[config.mk]
export PLATFORM = sky130hd
export DESIGN_NAME = vscale_pc_gen_flat
export DESIGN_NICKNAME = d
export VERILOG_FILES = /design/src/rtl/vscale_pc_gen_if.sv /design/src/rtl/vscale_pc_gen.sv /design/src/flat_wrapper.sv
export SDC_FILE = /design/constraint.sdc
export NUM_CORES = 1
export LEC_CHECK = 0
export CELL_PAD_IN_SITES_DETAIL_PLACEMENT = 1
export CELL_PAD_IN_SITES_GLOBAL_PLACEMENT = 1
export CORE_MARGIN = 1.5
export CORE_UTILIZATION = 34
export DETAILED_ROUTE_END_ITERATION = 8
export PLACE_DENSITY_LB_ADDON = 0.1
export SYNTH_ARGS = -nofsm -noshare
export SYNTH_HDL_FRONTEND = slang
export SYNTH_SLANG_ARGS = --single-unit
[constraint.sdc]
create_clock -name clk -period 6.9 [get_ports clk]
set_input_delay 1.38 -clock clk [delete_from_list [all_inputs] [get_ports clk]]
set_output_delay 1.38 -clock clk [all_outputs]
set_load 0.1 [all_outputs]
[src/rtl/vscale_pc_gen_if.sv]
// vscale_pc_gen_pkg: PC select encodings and widths shared by the PC generator and its users.
// vscale_pc_gen_if: groups the control/operand inputs and the fetch-address outputs of the PC generator.
//   master modport: pipeline control side (drives select, operands and stall; observes PCs and flags).
//   slave modport : the PC generator itself.

package vscale_pc_gen_pkg;
    localparam int PC_SRC_SEL_WIDTH = 3;
    localparam int INST_WIDTH       = 32;

    localparam logic [PC_SRC_SEL_WIDTH-1:0] PC_PLUS4         = 3'd0;
    localparam logic [PC_SRC_SEL_WIDTH-1:0] PC_BRANCH_TARGET = 3'd1;
    localparam logic [PC_SRC_SEL_WIDTH-1:0] PC_JAL_TARGET    = 3'd2;
    localparam logic [PC_SRC_SEL_WIDTH-1:0] PC_JALR_TARGET   = 3'd3;
    localparam logic [PC_SRC_SEL_WIDTH-1:0] PC_REPLAY        = 3'd4;
    localparam logic [PC_SRC_SEL_WIDTH-1:0] PC_HANDLER       = 3'd5;
    localparam logic [PC_SRC_SEL_WIDTH-1:0] PC_EPC           = 3'd6;
endpackage

interface vscale_pc_gen_if #(
    parameter int XPR_LEN = 32
) ();
    logic [vscale_pc_gen_pkg::PC_SRC_SEL_WIDTH-1:0] PC_src_sel;
    logic [vscale_pc_gen_pkg::INST_WIDTH-1:0]       inst_DX;
    logic [XPR_LEN-1:0]                             rs1_data;
    logic [XPR_LEN-1:0]                             PC_DX;
    logic [XPR_LEN-1:0]                             handler_PC;
    logic [XPR_LEN-1:0]                             epc;
    logic                                           stall_IF;

    logic [XPR_LEN-1:0]                             PC_PIF;
    logic [XPR_LEN-1:0]                             PC_IF;
    logic                                           redirect_pending;
    logic                                           misaligned_fetch;
    logic [XPR_LEN-1:0]                             bad_fetch_addr;

    modport master (
        output PC_src_sel, inst_DX, rs1_data, PC_DX,
        output handler_PC, epc, stall_IF,
        input  PC_PIF, PC_IF, redirect_pending,
        input  misaligned_fetch, bad_fetch_addr
    );

    modport slave (
        input  PC_src_sel, inst_DX, rs1_data, PC_DX,
        input  handler_PC, epc, stall_IF,
        output PC_PIF, PC_IF, redirect_pending,
        output misaligned_fetch, bad_fetch_addr
    );
endinterface

[src/rtl/vscale_pc_gen.sv]
// vscale_pc_gen: next-PC generator for the fetch stage; owns PC_IF, holds redirects across
// fetch stalls and flags misaligned jump/branch targets. Ports: clk, reset (sync, active-high), bus (slave).

module vscale_pc_gen #(
    parameter int          XPR_LEN        = 32,
    parameter logic [31:0] RESET_PC       = 32'h200,
    parameter int          FETCH_BYTES    = 4,
    parameter int          ALIGN_LOG2     = 2,
    parameter bit          MISALIGN_CHECK = 1'b1
) (
    input  logic             clk,
    input  logic             reset,
    vscale_pc_gen_if.slave   bus
);
    import vscale_pc_gen_pkg::*;

    typedef enum logic {
        RUN  = 1'b0,
        HOLD = 1'b1
    } state_t;

    localparam logic [XPR_LEN-1:0] LOW_MASK =
        XPR_LEN'((64'd1 << ALIGN_LOG2) - 64'd1);
    localparam logic [XPR_LEN-1:0] RST_PC = XPR_LEN'(RESET_PC);
    localparam logic [XPR_LEN-1:0] STEP   = XPR_LEN'(FETCH_BYTES);

    state_t             state_q, state_d;
    logic [XPR_LEN-1:0] pend_pc_q, pend_pc_d;
    logic [XPR_LEN-1:0] pc_if_q, pc_if_d;
    logic               mis_q;
    logic [XPR_LEN-1:0] bad_q;

    logic [31:0]        imm_j, imm_b, imm_i;
    logic [XPR_LEN-1:0] tgt, seq_pc, pc_pif;
    logic               redir, checked, misal;

    // Opcode bits carry no immediate information.
    logic unused_inst;
    assign unused_inst = ^bus.inst_DX[6:0];

    always_comb begin
        imm_j = {{12{bus.inst_DX[31]}}, bus.inst_DX[19:12],
                 bus.inst_DX[20], bus.inst_DX[30:21], 1'b0};
        imm_b = {{20{bus.inst_DX[31]}}, bus.inst_DX[7],
                 bus.inst_DX[30:25], bus.inst_DX[11:8], 1'b0};
        imm_i = {{20{bus.inst_DX[31]}}, bus.inst_DX[31:20]};
    end

    always_comb begin
        tgt     = '0;
        redir   = 1'b0;
        checked = 1'b0;
        seq_pc  = pc_if_q + STEP;
        case (bus.PC_src_sel)
            PC_JAL_TARGET: begin
                tgt     = bus.PC_DX + XPR_LEN'($signed(imm_j));
                redir   = 1'b1;
                checked = 1'b1;
            end
            PC_BRANCH_TARGET: begin
                tgt     = bus.PC_DX + XPR_LEN'($signed(imm_b));
                redir   = 1'b1;
                checked = 1'b1;
            end
            PC_JALR_TARGET: begin
                tgt     = (bus.rs1_data + XPR_LEN'($signed(imm_i)))
                          & ~XPR_LEN'(1);
                redir   = 1'b1;
                checked = 1'b1;
            end
            PC_HANDLER: begin
                tgt   = bus.handler_PC & ~LOW_MASK;
                redir = 1'b1;
            end
            PC_EPC: begin
                tgt   = bus.epc & ~LOW_MASK;
                redir = 1'b1;
            end
            PC_REPLAY: seq_pc = pc_if_q;
            default:   seq_pc = pc_if_q + STEP;
        endcase
        misal = MISALIGN_CHECK && checked && ((tgt & LOW_MASK) != '0);
    end

    // Priority: reset, trap on misaligned target, capture under stall,
    // live redirect, release of held redirect, stall, sequential.
    always_comb begin
        pc_pif    = pc_if_q;
        pc_if_d   = pc_if_q;
        state_d   = state_q;
        pend_pc_d = pend_pc_q;
        if (reset) begin
            pc_pif = RST_PC;
        end else if (misal) begin
            pc_pif = pc_if_q;
        end else if (redir && bus.stall_IF) begin
            state_d   = HOLD;
            pend_pc_d = tgt;
        end else if (redir) begin
            pc_pif  = tgt;
            pc_if_d = tgt;
            state_d = RUN;
        end else if (state_q == HOLD && !bus.stall_IF) begin
            pc_pif  = pend_pc_q;
            pc_if_d = pend_pc_q;
            state_d = RUN;
        end else if (bus.stall_IF) begin
            pc_pif = pc_if_q;
        end else begin
            pc_pif  = seq_pc;
            pc_if_d = seq_pc;
        end
    end

    always_ff @(posedge clk) begin
        if (reset) begin
            state_q   <= RUN;
            pend_pc_q <= '0;
            pc_if_q   <= RST_PC;
            mis_q     <= 1'b0;
            bad_q     <= '0;
        end else begin
            state_q   <= state_d;
            pend_pc_q <= pend_pc_d;
            pc_if_q   <= pc_if_d;
            mis_q     <= misal;
            if (misal) begin
                bad_q <= tgt;
            end
        end
    end

    assign bus.PC_PIF           = pc_pif;
    assign bus.PC_IF            = pc_if_q;
    assign bus.redirect_pending = (state_q == HOLD);
    assign bus.misaligned_fetch = mis_q;
    assign bus.bad_fetch_addr   = bad_q;

endmodule

[src/flat_wrapper.sv]
// flat-port wrapper written by rule: the top's interface ports become plain ports
module vscale_pc_gen_flat import vscale_pc_gen_pkg::*;
#(
    parameter int          XPR_LEN        = 32,
    parameter logic [31:0] RESET_PC       = 32'h200,
    parameter int          FETCH_BYTES    = 4,
    parameter int          ALIGN_LOG2     = 2,
    parameter bit          MISALIGN_CHECK = 1'b1
)
  (clk, reset, bus_PC_src_sel, bus_inst_DX, bus_rs1_data, bus_PC_DX, bus_handler_PC, bus_epc, bus_stall_IF, bus_PC_PIF, bus_PC_IF, bus_redirect_pending, bus_misaligned_fetch, bus_bad_fetch_addr);
  vscale_pc_gen_if #(.XPR_LEN(XPR_LEN)) bus_i ();
  input  logic clk;
  input  logic reset;
  input wire logic [$bits(bus_i.PC_src_sel)-1:0] bus_PC_src_sel;
  input wire logic [$bits(bus_i.inst_DX)-1:0] bus_inst_DX;
  input wire logic [$bits(bus_i.rs1_data)-1:0] bus_rs1_data;
  input wire logic [$bits(bus_i.PC_DX)-1:0] bus_PC_DX;
  input wire logic [$bits(bus_i.handler_PC)-1:0] bus_handler_PC;
  input wire logic [$bits(bus_i.epc)-1:0] bus_epc;
  input wire logic [$bits(bus_i.stall_IF)-1:0] bus_stall_IF;
  output wire logic [$bits(bus_i.PC_PIF)-1:0] bus_PC_PIF;
  output wire logic [$bits(bus_i.PC_IF)-1:0] bus_PC_IF;
  output wire logic [$bits(bus_i.redirect_pending)-1:0] bus_redirect_pending;
  output wire logic [$bits(bus_i.misaligned_fetch)-1:0] bus_misaligned_fetch;
  output wire logic [$bits(bus_i.bad_fetch_addr)-1:0] bus_bad_fetch_addr;
  assign bus_i.PC_src_sel = bus_PC_src_sel;
  assign bus_i.inst_DX = bus_inst_DX;
  assign bus_i.rs1_data = bus_rs1_data;
  assign bus_i.PC_DX = bus_PC_DX;
  assign bus_i.handler_PC = bus_handler_PC;
  assign bus_i.epc = bus_epc;
  assign bus_i.stall_IF = bus_stall_IF;
  assign bus_PC_PIF = bus_i.PC_PIF;
  assign bus_PC_IF = bus_i.PC_IF;
  assign bus_redirect_pending = bus_i.redirect_pending;
  assign bus_misaligned_fetch = bus_i.misaligned_fetch;
  assign bus_bad_fetch_addr = bus_i.bad_fetch_addr;
  vscale_pc_gen #(.XPR_LEN(XPR_LEN), .RESET_PC(RESET_PC), .FETCH_BYTES(FETCH_BYTES), .ALIGN_LOG2(ALIGN_LOG2), .MISALIGN_CHECK(MISALIGN_CHECK)) u_core (.clk(clk), .reset(reset), .bus(bus_i));
endmodule
==> flow_metrics.env <==
export IMPL_status="finished, final reports clean"
export IMPL_whs_ns=0.462
export IMPL_worstMarginPinSlew_ns=1.05
export IMPL_reg2reg_setup_slack_ns=4.08
export IMPL_dieArea_um2=25900
export IMPL_netlist_instances=1139
export IMPL_worst_r2r_cell_count=9
export IMPL_fin_area_um2=12600
export IMPL_critPathKind="primary input to output pin"
export IMPL_power_switching_share_pct=45.3
export IMPL_grt_pass1_vias=10275
export IMPL_initialDrtViolationCount=570
export IMPL_die_y_um=161
export IMPL_peakVddDrop_v=0.000150
export IMPL_dpl_cell_area_um2=12200
export IMPL_relSlewSlack_pct=29.6
export IMPL_cts_tree="done"
export IMPL_cts_max_level=3
export IMPL_syn_to_final_growth_pct=48.8
export IMPL_pwr_share_seq_pct=24.7
export IMPL_cp_max_fo=5
export IMPL_rows=57
export IMPL_hold_violations=0
export IMPL_route_vias_total=9918
export IMPL_power_frac_comb_pct=54.4
export IMPL_async_reset_ff_share_pct=0
export IMPL_io_buffers=252
export IMPL_slew_viol_final=0
export IMPL_synthMostInstantiatedCell="a21oi_1"
export IMPL_worst_endpoint_arrival_ns=5.32
export IMPL_busiest_layer="met2"
export IMPL_synth_fp_nets=1370
export IMPL_rsz0062_at_grt="no"
export IMPL_intPower_w=0.00150
export IMPL_final_antenna_net_count=0
export IMPL_p_sw_w=0.00124
export IMPL_numClockSinks=98
export IMPL_fillers=2975
export IMPL_setup_viol=0
export IMPL_hold_path_startpoint="u_core.bus.bad_fetch_addr[1]"
export IMPL_use_met2_pct=47.0
export IMPL_synth_avg_cell_area_um2=7.45
export IMPL_numCtsBuffers=9
export IMPL_die_w_um=161
export IMPL_fin_nets=1646
export IMPL_gp_congestion=0.898
export IMPL_drc=0
export IMPL_clk_pin_slew_ns=0.07
export IMPL_dp_hpwl_um=28700
export IMPL_yosysTopAreaCell="dfxtp_1"
export IMPL_fmax_ghz=0.149
export IMPL_maxCapViolCount=0
export IMPL_cts_root_buf="clkbuf_16"
export IMPL_via_per_inst=5.68
export IMPL_ys_types=73
export IMPL_gr_usage_met1_pct=36.9
export IMPL_finClkSkew_ns=0.00910
export IMPL_worstReg2RegEnd="u_core.bus.PC_IF[31]"
export IMPL_end_kind="output pin"
export IMPL_clk_latency_ns=0.34
export IMPL_yosysWarnings=0
export IMPL_io_pins=264
export IMPL_synthTopCellsByCount="136 x a21oi_1, 110 x nand2_1, 110 x o21ai_0"
export IMPL_hold_end="u_core.bus.bad_fetch_addr[1]"
export IMPL_synth_top_cell_area_share_pct=23.1
export IMPL_worstPathRequired_ns=5.52
export IMPL_core_um2=24400
export IMPL_fin_crit_ns=6.70
export IMPL_hold_depth=2
export IMPL_min_period_over_period_pct=97.1
export IMPL_startpoint_type="primary input"
export IMPL_avgRoutedWirePerCell_um=20.5
export IMPL_grt_overflow=0
export IMPL_clk_path_buf_depth=2
export IMPL_hp_class="register to register"
export IMPL_syn_cell_area_um2=8490
export IMPL_synth_flop_cell="dfxtp_1"
export IMPL_initial_core_util_pct=34.8
export IMPL_grt_usage_pct=27.4
export IMPL_grt_antenna_before_repair=2
export IMPL_synth_edff_count=0
export IMPL_p_leak_nw=4.98
export IMPL_synth_area_leaders="dfxtp_1 23%, ha_1 9.3%, a21oi_1 8.0%, o21ai_0 6.5%, nand2_1 4.9%"
export IMPL_drive_gt1_share_pct=12.5
export IMPL_p_clk_share_pct=20.9
export IMPL_grt_max_degree=61
export IMPL_drt_first_pass_iters=5
export IMPL_power_density_nw_per_um2=217
export IMPL_ys_ff_latch=98
export IMPL_grtUsageMet3_pct=2.41
export IMPL_rr_startpoint="u_core.bus.PC_IF[5]"
export IMPL_setup_tns_ns=0
export IMPL_yosysSeqAreaShare_pct=23.1
export IMPL_routed_wl_um=35800
export IMPL_grt_pass1_wl_um=56200
-- logic make-up after synthesis --
group | Yosys count | synth area share (%)
AOI/OAI and AO/OA | 467 | 35.6
and+or+nand+nor | 341 | 18.9
xor gates and xnor gates | 72 | 7.43
adders and majority gates | 65 | 9.76
muxes | 12 | 1.44
DFF | 98 | 23.1
buffers and inverters | 84 | 3.80
-- sequential cells by signal (all words and copies together), names as in the netlist --
register,count
u_core.bus.PC_IF,32
u_core.bus.redirect_pending,1
u_core.bus.misaligned_fetch,1
u_core.pend_pc_q,32
u_core.bus.bad_fetch_addr,32
-- power by group through the flow --
stage	logic [W]	registers [W]	clock network, W
finish	0.00149	0.000675	0.000572
detailed placement	0.00147	0.000686	0
CTS	0.00148	0.000674	0.000582
global placement	0.00146	0.000684	0
floorplan	0.000656	0.000968	0
global route	0.00158	0.000682	0.000606
-- layout make-up --
class	count	area, µm²	area share (%)
Clock inverter	5	103	0.813
Antenna cell	2	5.00	0.0396
Timing Repair Buffer	337	3510	27.8
Inverter	12	45.0	0.357
Clock buffer	11	233	1.84
Tap cell	324	405	3.21
Sequential cell	98	1960	15.5
Multi-Input combinational cell	957	6360	50.4
-- layer usage --
layer	part of all wire [%]	vias to the layer above
met3	3.7	42
met4	1.9	0
met1	46	4798
met5	0	-
met2	48	266
li1	-	4812
-- how the worst max path moves through the flow --
stage | cells past startpoint | slack, ns | endpoint | from
after global placement | 18 | 0.18 | bus_PC_PIF[27] | bus_PC_src_sel[1]
final | 18 | 0.20 | bus_PC_PIF[27] | bus_PC_src_sel[1]
after global routing | 20 | 0.01 | bus_PC_PIF[31] | bus_PC_src_sel[1]
after CTS | 18 | 0.04 | bus_PC_PIF[30] | bus_PC_src_sel[1]
after floorplan | 15 | -0.09 | bus_PC_PIF[27] | bus_PC_src_sel[1]
after detailed placement | 20 | 0.05 | bus_PC_PIF[27] | bus_PC_src_sel[1]
-- cell usage in the layout, fill, tap and decap left out, types with 8 or more instances in the layout --
cell type	count
a21oi_1	131
nand4_1	18
clkbuf_16	9
nand3_1	28
a22oi_1	18
inv_1	12
o211ai_1	19
a31oi_2	9
nor2b_1	10
a21o_1	39
or3_1	8
nand2_1	110
nand2b_1	9
and3_1	14
xor2_1	37
a211oi_1	30
clkdlybuf4s50_1	219
nor2_1	99
xnor2_1	34
nor3_1	12
ha_1	62
o21ai_0	109
a31oi_1	17
mux2i_1	10
buf_12	34
buf_4	81
a22o_1	10
dfxtp_1	98
-- worst max-delay path, stage by stage --
cell	delay (ns)
clkdlybuf4s50_1	0.48
nand2b_1	0.14
nor2_1	0.06
buf_6	0.14
and2_1	0.17
buf_4	0.16
a21o_1	0.15
ha_1	0.33
and3_1	0.24
and4_4	0.26
nand4_2	0.15
o41a_4	0.39
o21ai_1	0.21
xor2_2	0.24
a211oi_2	0.10
buf_4	0.17
a221oi_4	0.32
buf_12	0.22
-- per-stage QoR --
stage          setup slack (ns)  total power [W]  utilization (%)  std cells
3_5_place_dp             0.0497          0.00216             50.1       1726
4_1_cts                  0.0352          0.00274             51.5       1742
2_1_floorplan           -0.0875          0.00162                -       1139
6_report                  0.201          0.00274             51.8       1746
3_3_place_gp              0.184          0.00214             50.1       1726
5_1_grt                  0.0101          0.00287             51.8       1746
-- what timing repair did --
action	in CTS	in global routing
gates resized for setup	0	10
buffers inserted	0	2
hold buffers	0	0
setup endpoints to repair	0	9
No activity file was read; power rests on OpenSTA's default activity.
